$ cat src/rtl/timer_ctrl.sv
// timer_ctrl: memory-mapped reloadable 32-bit up-counter with prescaler, one-shot mode,
// overflow interrupt and a free-running SYSTICK counter.
`default_nettype none

module timer_ctrl #(
   parameter logic [31:0] BASE_ADDR = 32'h4000_0000,
   parameter int unsigned PRESCALE  = 1
) (
   input  logic        clk,
   input  logic        reset,
   input  logic        mem_read,
   input  logic        mem_write,
   input  logic [31:0] addr,
   input  logic [31:0] wdata,
   output logic [31:0] rdata,
   output logic        irq
);

   typedef enum logic [1:0] {
      S_IDLE = 2'd0,
      S_RUN  = 2'd1,
      S_DONE = 2'd2
   } state_t;

   localparam logic [15:0] PS_MAX = 16'(PRESCALE - 1);

   state_t      state_q, state_d;
   logic [31:0] th_q, th_d;
   logic [31:0] tl_q, tl_d;
   logic [31:0] systick_q, systick_d;
   logic [15:0] presc_q, presc_d;
   logic        en_q, en_d;
   logic        ie_q, ie_d;
   logic        st_q, st_d;
   logic        os_q, os_d;

   logic        hit;
   logic        wr;
   logic [1:0]  sel;
   logic        counting;
   logic        tick;
   logic        ovf;
   logic        unused_addr_bits;

   assign hit              = (addr[31:4] == BASE_ADDR[31:4]);
   assign wr               = mem_write & hit;
   assign sel              = addr[3:2];
   assign counting         = (state_q == S_RUN) && en_q;
   assign tick             = counting && (presc_q == PS_MAX);
   assign ovf              = tick && (tl_q == 32'hFFFF_FFFF);
   assign unused_addr_bits = ^addr[1:0];

   always_comb begin
      state_d   = state_q;
      th_d      = th_q;
      tl_d      = tl_q;
      en_d      = en_q;
      ie_d      = ie_q;
      st_d      = st_q;
      os_d      = os_q;
      systick_d = systick_q + 32'd1;
      presc_d   = 16'd0;

      if (counting) begin
         presc_d = tick ? 16'd0 : presc_q + 16'd1;
      end

      if (tick) begin
         tl_d = ovf ? th_q : tl_q + 32'd1;
      end

      // Software writes override the increment; overflow status still wins over W1C below.
      if (wr) begin
         case (sel)
            2'd0: th_d = wdata;
            2'd1: tl_d = wdata;
            2'd2: begin
               en_d = wdata[0];
               ie_d = wdata[1];
               os_d = wdata[3];
               st_d = st_q & ~wdata[2];
            end
            default: ;
         endcase
      end

      if (ovf) begin
         st_d = 1'b1;
         if (os_q) begin
            en_d = 1'b0;
         end
      end

      case (state_q)
         S_IDLE:  if (en_q) state_d = S_RUN;
         S_RUN: begin
            if (ovf && os_q) begin
               state_d = S_DONE;
            end else if (!en_q) begin
               state_d = S_IDLE;
            end
         end
         S_DONE:  state_d = S_IDLE;
         default: state_d = S_IDLE;
      endcase
   end

   always_ff @(posedge clk or posedge reset) begin
      if (reset) begin
         state_q   <= S_IDLE;
         th_q      <= 32'd0;
         tl_q      <= 32'd0;
         systick_q <= 32'd0;
         presc_q   <= 16'd0;
         en_q      <= 1'b0;
         ie_q      <= 1'b0;
         st_q      <= 1'b0;
         os_q      <= 1'b0;
      end else begin
         state_q   <= state_d;
         th_q      <= th_d;
         tl_q      <= tl_d;
         systick_q <= systick_d;
         presc_q   <= presc_d;
         en_q      <= en_d;
         ie_q      <= ie_d;
         st_q      <= st_d;
         os_q      <= os_d;
      end
   end

   always_comb begin
      rdata = 32'd0;
      if (mem_read && hit) begin
         case (sel)
            2'd0: rdata = th_q;
            2'd1: rdata = tl_q;
            2'd2: rdata = {28'd0, os_q, st_q, ie_q, en_q};
            2'd3: rdata = systick_q;
            default: rdata = 32'd0;
         endcase
      end
   end

   assign irq = ie_q & st_q;

endmodule

`default_nettype wire

$ cat config.mk
export PLATFORM = sky130hd
export DESIGN_NAME = timer_ctrl
export DESIGN_NICKNAME = d
export VERILOG_FILES = /design/src/rtl/timer_ctrl.sv
export SDC_FILE = /design/constraint.sdc
export NUM_CORES = 1
export LEC_CHECK = 0
export ABC_AREA = 1
export CORE_ASPECT_RATIO = 1.5
export CORE_UTILIZATION = 50
export DETAILED_ROUTE_END_ITERATION = 16
export PLACE_DENSITY = 0.73
export RECOVER_POWER = 50
export SYNTH_ARGS = -nofsm -noshare
export SYNTH_HDL_FRONTEND = slang
export SYNTH_SLANG_ARGS = --single-unit
$ cat constraint.sdc
create_clock -name clk -period 4.6 [get_ports clk]
set_clock_uncertainty 0.1 [all_clocks]
set_input_delay 0.92 -clock clk [delete_from_list [all_inputs] [get_ports clk]]
set_output_delay 0.92 -clock clk [all_outputs]
set_load 0.02 [all_outputs]
**Word-level counts from Yosys, hierarchy flattened**

Index checks and enable logic that the tools add are counted.

- Register bits after elaboration: 118
- Bits of input ports: 68
- Output and inout bits: 33
- Word-level logic and storage cells: 57

- $add $sub $neg: 3
- Eq/ne operators: 8
- Multiplexer cells: 19
- Bitwise gates (word level): 4
- Reduce and logical (&&, ||, !) cells: 14

Operator list:

| operator | count |
|---|---|
| two-way mux 32 bit | 5 |
| one-hot mux 32 bit (4 select lines) | 1 |
| adder 32 x 1 -> 32 bit (second input constant) | 2 |
| == test 32 bit (second input constant) | 1 |
| two-way mux 16 bit | 2 |
| == test 28 x 27 -> 1 bit (second input constant) | 1 |
| adder 16 x 1 -> 16 bit (second input constant) | 1 |
| logical NOT 16 bit | 1 |
| AND reduction 2 bit | 4 |
| two-way mux 1 bit | 7 |
| two-way mux 2 bit | 3 |
| logical AND 1 bit | 5 |
| == test 2 x 1 -> 1 bit (second input constant) | 2 |
| == test 2 bit (second input constant) | 2 |
| logical NOT 2 bit | 2 |
| one-hot mux 2 bit (2 select lines) | 1 |
| nonzero test 2 bit | 2 |
| AND 1 bit | 3 |
| inequality test 3 x 2 -> 1 bit (second input constant) | 1 |
| inequality test 2 bit (second input constant) | 1 |
| NOT 1 bit | 1 |

**Logic depth before layout (Yosys ltp)**

Gate-level depths: netlist of run 1.

- Word-level depth: 8
- Depth in mapped cells: 13
- Gate-level depth less buffers: 12

**Worst setup path before layout of run 1**

Ideal clock, no wire load.

- Path kind: input port to output port
- Start point: in addr[27]
- End point: out rdata[23]
- Arrival time: 2.029 ns
- Required time: 3.580 ns
- Setup slack: 1.551 ns
- Cell stages on the path: 8
- Buffers on the path: 1
- Path through: nor2_1 nand2_1 nor2_1 nand2_1 nor2_1 nand2_1 clkbuf_1 a31oi_1

- Longest elaborated chain between the ends: 3

RTL lines:

| element | RTL line | text |
|---|---|---|
| start: declaration | 13 | `input logic [31:0] addr,` |
| == test 28 x 27 -> 1 bit | 45 | `assign hit = (addr[31:4] == BASE_ADDR[31:4]);` |
| logical AND 1 bit | 134 | `if (mem_read && hit) begin` |
| two-way mux 32 bit | 134 |  |
| end: declaration | 15 | `output logic [31:0] rdata,` |

No other way between the ends.

**Final worst setup path of run 1**

- Start point: in addr[27]
- End point: out rdata[18]

Same word-level chain as after synthesis.

==> results.sh, run 1 <==
export IMPL_num_vias=7866
export IMPL_n_antenna_cell=0
export IMPL_drive_gt1_frac=0.0856
export IMPL_grt_pass1_vias=7683
export IMPL_synth_area_um2=7890
export IMPL_hpwl_um=16700
export IMPL_hold_viol=0
export IMPL_die_height_um=156
export IMPL_synth_area_leaders="dfrtp_1, nand2_1, nor2_1"
export IMPL_clk_latency_ns=0.42
export IMPL_cp_end_kind="primary output"
export IMPL_seq_area_um2=2950
export IMPL_drtIter0Drc=517
export IMPL_nNetsFinal=1322
export IMPL_antenna_found_initial=0
export IMPL_h_tree_depth=4
export IMPL_syn_avg_cell_area_um2=6.79
export IMPL_final_common_cell="nand2_1"
export IMPL_synth_warnings=0
export IMPL_synth_xor_area_frac=0.0510
export IMPL_cts_root_buf="clkbuf_16"
export IMPL_cp_slowest_stage_delay_ns=0.66
export IMPL_route_detailed_drc=0
export IMPL_seq_area_frac_synth=0.374
export IMPL_status="finished with violations"
export IMPL_die_w_um=105
export IMPL_grt_overflow=0
export IMPL_fill_cells=1409
export IMPL_post_cts_buffers=0
export IMPL_drt_vias_per_instance=5.38
export IMPL_rr_worst_depth=12
export IMPL_tns_ns=0
export IMPL_io_pins=101
export IMPL_crit_path_start="addr[27]"
export IMPL_synth_top_family_by_area="simple AND/OR/NAND/NOR gates"
export IMPL_ys_ff_latch=118
export IMPL_rr_endpoint="tl_q[11]"
export IMPL_cts_repair_resized=0
export IMPL_num_rows=55
export IMPL_fin_util=0.632
export IMPL_rrSetupSlack_ns=1.96
export IMPL_track_usage=0.304
export IMPL_leakage_nw=4.94
export IMPL_vdd_drop_max_uv=206
export IMPL_gp_congestion=0.924
export IMPL_fin_area_um2=9660
export IMPL_p_total_w=0.00252
export IMPL_worst_setup_path_start_kind="input port"
export IMPL_arrival_ns=3.13
export IMPL_crit_family="buffers and inverters"
export IMPL_cp_required_ns=3.58
export IMPL_postSynthCellCount=1162
export IMPL_finalSetupViolations=0
export IMPL_violations="max-capacitance violations, max-slew violations"
export IMPL_fin_cells=1461
export IMPL_synthSimpleGateAreaFrac=0.385
export IMPL_min_from="state_q[1]"
export IMPL_criticalPathCategory="in2out"
export IMPL_critPathMaxFanout=32
export IMPL_relSlewSlack=-0.791
export IMPL_clockBufferDepth=2
export IMPL_synth_nets=1234
export IMPL_core_area_um2=15300
export IMPL_grt_pass1_wl_um=38500
export IMPL_ys_types=37
export IMPL_layout_common_cells="nand2_1, nor2_1, inv_1"
export IMPL_cts_sinks=118
export IMPL_endpoint="rdata[18]"
export IMPL_report_final_slew_viol_count=58
export IMPL_path_clk_slew_ns=0.05
export IMPL_synth_adder_area_share=0.00634
export IMPL_yosysTopAreaCell="dfrtp_1"
export IMPL_whs_path_depth=1
export IMPL_synthMuxAreaShare=0
export IMPL_dp_cells=1430
export IMPL_holdCritPathClass="reg2reg"
export IMPL_multi_input_area_um2=4190
export IMPL_numCtsBuffers=17
export IMPL_grt_max_degree=62
export IMPL_fmax_mhz=241
export IMPL_cp_slowest_cell="clkdlybuf4s50_1"
export IMPL_initial_core_util=0.517
export IMPL_rsz0062_at_grt="false"
export IMPL_cts_tree="built"
export IMPL_synth_compound_area_frac=0.0866
export IMPL_synth_top_cell_area_share=0.374
export IMPL_portBuffers=98
export IMPL_die_area_um2=16300
export IMPL_regToRegStartpoint="tl_q[0]"
export IMPL_ant_nets=0
export IMPL_wl_um=23700
export IMPL_placed_area_um2=9080
export IMPL_path_depth=10
export IMPL_fin_crit_sh=0.901
export IMPL_worst_pin_slew_ns=2.67
export IMPL_syn_to_final_growth_pct=22.4
export IMPL_path_buf_inv=3
export IMPL_hold_buffers=0
export IMPL_cap_violations=1
export IMPL_path_cells="clkdlybuf4s50_1 > nor2_1 > nand2_1 > nor2_1 > nand2_1 > nor2_1 > nand2_1 > buf_4 > a31oi_1 > clkdlybuf4s50_1"
export IMPL_power_density_nw_per_um2=261
export IMPL_wl_per_cell_um=16.2
export IMPL_fin_crit_ns=4.15
export IMPL_drtPass1Iterations=5
[where the power goes]
group | internal [W] | leakage, nW | switching [W] | total, W
Sequential | 0.00104 | 1.46 | 0.0000000000256 | 0.00104
Clock | 0.000876 | 0.283 | 0.000477 | 0.00135
Combinational | 0.0000615 | 3.19 | 0.0000652 | 0.000127
[synthesized netlist by cell type]
| cell type | count |
|---|---|
| o21ai_0 | 35 |
| nor3_1 | 17 |
| nand3b_1 | 7 |
| nand2_4 | 3 |
| nand3_1 | 82 |
| a221oi_1 | 3 |
| nor2_4 | 2 |
| dfrtp_1 | 118 |
| nor3b_1 | 2 |
| nor2_1 | 150 |
| nor4_2 | 1 |
| nor2_2 | 2 |
| buf_6 | 3 |
| inv_1 | 148 |
| inv_2 | 2 |
| buf_2 | 8 |
| nand4_1 | 14 |
| nand2_1 | 365 |
| nand2_2 | 18 |
| clkinv_1 | 2 |
| nor4_1 | 4 |
| buf_4 | 1 |
| ha_1 | 4 |
| buf_1 | 1 |
| xor2_1 | 32 |
| clkbuf_1 | 29 |
| nor2_8 | 2 |
| nand3_2 | 17 |
| a31oi_1 | 37 |
| xnor2_1 | 14 |
| a21oi_2 | 16 |
| and2_1 | 1 |
| o21ai_1 | 1 |
| o22ai_1 | 2 |
| a21oi_1 | 15 |
| nor3_2 | 2 |
| a41oi_1 | 2 |
[cells by family after synthesis]
kind of cell,after synthesis
compound gates,111
xor+xnor,46
fa+ha+maj,4
buf+inv,194
flops,118
simple gates,689
[flip-flops by register name, indices dropped and copies added, names as in the netlist]
register and cells:
en_q 1, ie_q 1, os_q 1, presc_q 16
st_q 1, state_q 2, systick_q 32, th_q 32
tl_q 32
[metal layers]
metal / GRT usage / up-vias / wire length [µm]
li1: - / 3837 / -
met1: 0.349 / 3670 / 9300
met2: 0.533 / 286 / 11900
met3: 0.0426 / 73 / 1170
met4: 0.192 / 0 / 1390
met5: 0 / - / 0
[per-stage QoR]
step	worst slack (ns)	hold WS (ns)
after global placement	0.464	0.322
after floorplan	0.451	0.311
after CTS	0.456	0.338
after global routing	0.246	0.362
after detailed placement	0.462	0.332
final	0.454	0.338
[cell type report]
class / instances / share of cell area
sequential: 118 / 0.306
inverter: 152 / 0.0592
multi-input combinational: 850 / 0.434
tap: 199 / 0.0258
clock inverter: 8 / 0.0128
clock buffer: 23 / 0.0484
timing repair buffer: 111 / 0.114
[worst min-delay path by stage]
stage	to	slack, ns
floorplan	state_q[0]	0.31
global placement	state_q[0]	0.32
detailed placement	state_q[0]	0.33
CTS	state_q[0]	0.34
global route	state_q[0]	0.36
finish	state_q[0]	0.34
No activity file was read; power rests on OpenSTA's default activity.
==> run 2: changes to the inputs <==
--- a/config.mk
+++ b/config.mk
@@ -9,7 +9,8 @@
 export CORE_ASPECT_RATIO = 1.5
 export CORE_UTILIZATION = 50
 export DETAILED_ROUTE_END_ITERATION = 16
-export PLACE_DENSITY = 0.73
+export GPL_TIMING_DRIVEN = 0
+export PLACE_DENSITY = 0.76
 export RECOVER_POWER = 50
 export SYNTH_ARGS = -nofsm -noshare
 export SYNTH_HDL_FRONTEND = slang
==> constraint.sdc (replaced) <==
create_clock -name clk -period 3.61 [get_ports clk]
set_clock_uncertainty 0.1 [all_clocks]
set_input_delay 0.722 -clock clk [delete_from_list [all_inputs] [get_ports clk]]
set_output_delay 0.722 -clock clk [all_outputs]
set_load 0.02 [all_outputs]
==> results.sh, run 2 (synthesized netlist as in run 1, its figures left out) <==
export IMPL_final_common_cell="nand2_1"
export IMPL_critPathMaxFanout=10
export IMPL_p_sw_w=0.000763
export IMPL_die_height_um=156
export IMPL_drive_gt1_frac=0.102
export IMPL_wl_per_cell_um=17.7
export IMPL_regToRegStartpoint="tl_q[0]"
export IMPL_route_detailed_drc=0
export IMPL_p_comb_frac=0.048
export IMPL_whs_path_depth=1
export IMPL_relSlewSlack=0.197
export IMPL_gp_congestion=0.967
export IMPL_initial_core_util=0.517
export IMPL_worst_setup_path_start_kind="input port"
export IMPL_p_int_w=0.00265
export IMPL_syn_to_final_growth_pct=24.3
export IMPL_drtIter0Drc=690
export IMPL_path_clk_slew_ns=0.05
export IMPL_p_seq_frac=0.388
export IMPL_grt_pass1_wl_um=41800
export IMPL_post_cts_buffers=0
export IMPL_cap_violations=0
export IMPL_layout_common_cells="nand2_1, nor2_1, inv_1"
export IMPL_report_final_slew_viol_count=0
export IMPL_clockBufferDepth=2
export IMPL_clk_latency_ns=0.43
export IMPL_criticalPathCategory="in2out"
export IMPL_numCtsBuffers=17
export IMPL_p_clk_frac=0.564
export IMPL_track_usage=0.340
export IMPL_die_w_um=105
export IMPL_worst_pin_slew_ns=1.20
export IMPL_io_pins=101
export IMPL_rrSetupSlack_ns=1.22
export IMPL_die_area_um2=16300
export IMPL_tns_ns=0
export IMPL_rr_worst_depth=8
export IMPL_drtPass1Iterations=7
export IMPL_fmax_mhz=289
export IMPL_wl_um=26500
export IMPL_grt_pass1_vias=8059
export IMPL_leakage_nw=5.22
export IMPL_drt_vias_per_instance=5.49
export IMPL_rr_endpoint="tl_q[22]"
export IMPL_ant_nets=0
export IMPL_cp_required_ns=2.79
export IMPL_n_antenna_cell=0
export IMPL_vdd_drop_max_uv=346
export IMPL_min_from="state_q[1]"
export IMPL_power_density_nw_per_um2=348
export IMPL_switching_share=0.224
export IMPL_arrival_ns=2.64
export IMPL_cts_root_buf="clkbuf_16"
export IMPL_rsz0062_at_grt="false"
export IMPL_h_tree_depth=4
export IMPL_top_regs="systick_q: 32 flops, th_q: 32 flops, tl_q: 32 flops"
export IMPL_num_rows=55
export IMPL_finalSetupViolations=0
export IMPL_antenna_found_initial=0
export IMPL_num_vias=8206
export IMPL_grt_overflow=0
export IMPL_cts_tree="built"
export IMPL_fin_util=0.642
export IMPL_nNetsFinal=1354
export IMPL_portBuffers=98
export IMPL_status="finished, final reports clean"
export IMPL_hold_viol=0
export IMPL_cp_end_kind="primary output"
export IMPL_fin_crit_sh=0.960
export IMPL_core_area_um2=15300
export IMPL_holdCritPathClass="reg2reg"
export IMPL_grt_max_degree=39
export IMPL_hpwl_um=19700
export IMPL_fin_crit_ns=3.46
export IMPL_cts_sinks=118
export IMPL_min_to="state_q[0]"
==> run 2: worst max-delay path by stage <==
stage	startpoint	end	slack [ns]	cells past startpoint
floorplan	addr[27]	rdata[23]	0.96	8
global placement	addr[2]	rdata[18]	-0.52	7
detailed placement	addr[2]	rdata[2]	-0.52	7
CTS	addr[27]	rdata[0]	0.005	10
global route	addr[31]	rdata[11]	0.01	10
finish	addr[27]	rdata[11]	0.15	10
==> run 2: worst max-delay path, cell delays in order <==
cell,delay (ns)
clkdlybuf4s50_1,0.41
nor2_1,0.11
nand2_1,0.06
nor2_1,0.09
nand2_1,0.08
nor2_1,0.14
nand2_1,0.15
buf_2,0.24
a31oi_1,0.28
clkdlybuf4s15_1,0.36
==> run 2: per-layer routing <==
layer	vias up	track usage	wire, µm
met1	3798	0.384	10100
met3	102	0.0572	1730
li1	3909	-	-
met2	397	0.590	12900
met4	0	0.225	1740
met5	-	0	0
==> run 2: layout make-up <==
cell class / instances / area, µm²
multi-input combinational: 850 / 4200
tap: 199 / 249
sequential: 118 / 2950
timing repair buffer: 101 / 957
inverter: 152 / 572
fill: 1433 / 5460
clock inverter: 14 / 224
buffer: 42 / 224
clock buffer: 18 / 439
==> run 2: repair_timing <==
action | 4_1_cts | 5_1_grt
gates resized for setup | 52 | 17
hold endpoints to repair | 0 | 0
endpoints found under the setup margin | 32 | 16
hold buffers | 0 | 0
==> run 2: metrics by stage <==
step           total power, W  setup slack (ns)  hold slack, ns  instance area, µm²  instances
6_report              0.00341             0.146           0.330                9810       1494
5_1_grt               0.00351            0.0105           0.369                9810       1494
4_1_cts               0.00343           0.00515           0.332                9860       1494
3_5_place_dp          0.00151            -0.523           0.325                9190       1462
3_3_place_gp          0.00150            -0.516           0.321                9130       1459
2_1_floorplan         0.00140             0.957           0.311                7900       1162
==> run 2: power groups by stage <==
stage	registers, W	logic, W	clock network (W)
after floorplan	0.00135	0.0000539	0
after global placement	0.00135	0.000157	0
after detailed placement	0.00135	0.000168	0
after CTS	0.00132	0.000173	0.00194
after global routing	0.00132	0.000180	0.00201
final	0.00132	0.000165	0.00193
==> run 3: changes to the inputs <==
--- a/config.mk
+++ b/config.mk
@@ -7,10 +7,10 @@
 export LEC_CHECK = 0
 export ABC_AREA = 1
 export CORE_ASPECT_RATIO = 1.5
-export CORE_UTILIZATION = 50
+export CORE_UTILIZATION = 45
 export DETAILED_ROUTE_END_ITERATION = 16
 export GPL_TIMING_DRIVEN = 0
-export PLACE_DENSITY = 0.76
+export PLACE_DENSITY = 0.7
 export RECOVER_POWER = 50
 export SYNTH_ARGS = -nofsm -noshare
 export SYNTH_HDL_FRONTEND = slang
==> results.sh, run 3 (synthesized netlist as in run 1, its figures left out) <==
export IMPL_status="finished with violations"
export IMPL_violations="max-capacitance violations, max-slew violations"
export IMPL_fin_util=0.566
export IMPL_finalSetupViolations=0
export IMPL_h_tree_depth=4
export IMPL_num_rows=59
export IMPL_holdCritPathClass="reg2reg"
export IMPL_numCtsBuffers=17
export IMPL_grt_pass1_wl_um=41200
export IMPL_placed_area_um2=9180
export IMPL_cap_violations=1
export IMPL_final_common_cell="nand2_1"
export IMPL_criticalPathCategory="in2out"
export IMPL_fin_crit_ns=3.44
export IMPL_antenna_found_initial=0
export IMPL_crit_path_start="addr[17]"
export IMPL_cp_slowest_stage_delay_ns=0.39
export IMPL_hold_buffers=0
export IMPL_seq_area_um2=2950
export IMPL_core_area_um2=17300
export IMPL_path_depth=10
export IMPL_worst_pin_slew_ns=1.76
export IMPL_drt_vias_per_instance=5.38
export IMPL_layout_common_cells="nand2_1, nor2_1, inv_1"
export IMPL_fin_crit_sh=0.952
export IMPL_ant_nets=0
export IMPL_route_detailed_drc=0
export IMPL_die_area_um2=18100
export IMPL_grt_overflow=0
export IMPL_cp_required_ns=2.79
export IMPL_initial_core_util=0.457
export IMPL_multi_input_area_um2=4180
export IMPL_cts_root_buf="clkbuf_16"
export IMPL_wl_per_cell_um=17.4
export IMPL_die_height_um=164
export IMPL_top_regs="systick_q: 32 flops, th_q: 32 flops, tl_q: 32 flops"
export IMPL_wl_um=26300
export IMPL_rr_worst_depth=10
export IMPL_grt_max_degree=42
export IMPL_path_cells="clkdlybuf4s50_1 > nor2_1 > nand2_1 > nor2_1 > nand2_1 > nor2_1 > nand2_1 > clkbuf_4 > a31oi_2 > dlygate4sd2_1"
export IMPL_regToRegStartpoint="presc_q[0]"
export IMPL_cts_sinks=118
export IMPL_hpwl_um=19900
export IMPL_post_cts_buffers=0
export IMPL_cp_end_kind="primary output"
export IMPL_whs_path_depth=1
export IMPL_arrival_ns=2.61
export IMPL_drtIter0Drc=554
export IMPL_relSlewSlack=-0.179
export IMPL_clockBufferDepth=2
export IMPL_io_pins=101
export IMPL_power_density_nw_per_um2=332
export IMPL_drive_gt1_frac=0.102
export IMPL_tns_ns=0
export IMPL_rsz0062_at_grt="false"
export IMPL_num_vias=8112
export IMPL_die_w_um=110
export IMPL_worst_setup_path_start_kind="input port"
export IMPL_leakage_nw=5.18
export IMPL_drtPass1Iterations=5
export IMPL_path_clk_slew_ns=0.05
export IMPL_min_from="state_q[1]"
export IMPL_portBuffers=98
export IMPL_hold_viol=0
export IMPL_crit_family="buffers and inverters"
export IMPL_fmax_mhz=291
export IMPL_critPathMaxFanout=10
export IMPL_vdd_drop_max_uv=304
export IMPL_cp_slowest_cell="clkdlybuf4s50_1"
export IMPL_cts_tree="built"
export IMPL_fin_area_um2=9770
export IMPL_grt_pass1_vias=7763
export IMPL_clk_latency_ns=0.44
export IMPL_report_final_slew_viol_count=42
export IMPL_gp_congestion=0.973
export IMPL_nNetsFinal=1353
export IMPL_path_buf_inv=3
export IMPL_track_usage=0.311
export IMPL_syn_to_final_growth_pct=23.8
export IMPL_fill_cells=1727
export IMPL_n_antenna_cell=0
run 3: repair_timing:
action / in CTS / in global routing
hold endpoints to repair: 0 / 0
resized for setup: 54 / 25
endpoints found under the setup margin: 32 / 13
run 3: area by class of cell:
cell class | count | share of cell area
plain buffers | 42 | 0.0237
clock buffers | 20 | 0.0478
clock inverters | 12 | 0.0146
inverters | 152 | 0.0585
multi-input cells | 850 | 0.428
flip-flops and latches | 118 | 0.302
well taps | 213 | 0.0273
repair buffers | 100 | 0.0980
run 3: per-layer routing:
| metal | wire length [µm] | GRT usage | vias to the layer above |
|---|---|---|---|
| li1 | - | - | 3898 |
| met1 | 10300 | 0.361 | 3837 |
| met2 | 12900 | 0.511 | 292 |
| met3 | 1490 | 0.0631 | 85 |
| met4 | 1620 | 0.205 | 0 |
| met5 | 0 | 0 | - |
run 3: path summary, 6_finish.rpt:
| kind | endpoint | slack (ns) |
|---|---|---|
| worst max-delay path | rdata[14] | 0.17 |
| worst min-delay path | state_q[0] | 0.34 |
| worst max register to register | tl_q[17] | 1.22 |
| worst min register to register | state_q[0] | 0.34 |
| max in group asynchronous | th_q[9] | 0.50 |
| min in group asynchronous | en_q | 1.08 |
run 3: worst reg2reg max path, stage by stage (launching register included):
cell and delay [ns]:
dfrtp_1 0.38, inv_1 0.11, ha_1 0.16, nand3_1 0.09, nor2_1 0.13, nand3_2 0.18, clkinv_1 0.27, clkbuf_1 0.52
o21ai_0 0.15, inv_1 0.12, a21oi_2 0.06
run 3: stage by stage:
step / hold WS, ns / std cells / setup slack [ns] / power (W)
global route: 0.383 / 1507 / 0.0143 / 0.00332
detailed placement: 0.337 / 1475 / -0.733 / 0.00151
global placement: 0.320 / 1473 / -0.650 / 0.00150
finish: 0.337 / 1507 / 0.174 / 0.00324
CTS: 0.343 / 1507 / -0.0777 / 0.00326
floorplan: 0.311 / 1162 / 0.957 / 0.00140
run 3: report_power, final:
| part | internal (W) | switching [W] | leakage (nW) |
|---|---|---|---|
| clock network | 0.00108 | 0.000673 | 0.286 |
| registers | 0.00132 | 0.0000000000332 | 1.46 |
| logic | 0.0000786 | 0.0000868 | 3.44 |
| total | 0.00248 | 0.000760 | 5.18 |
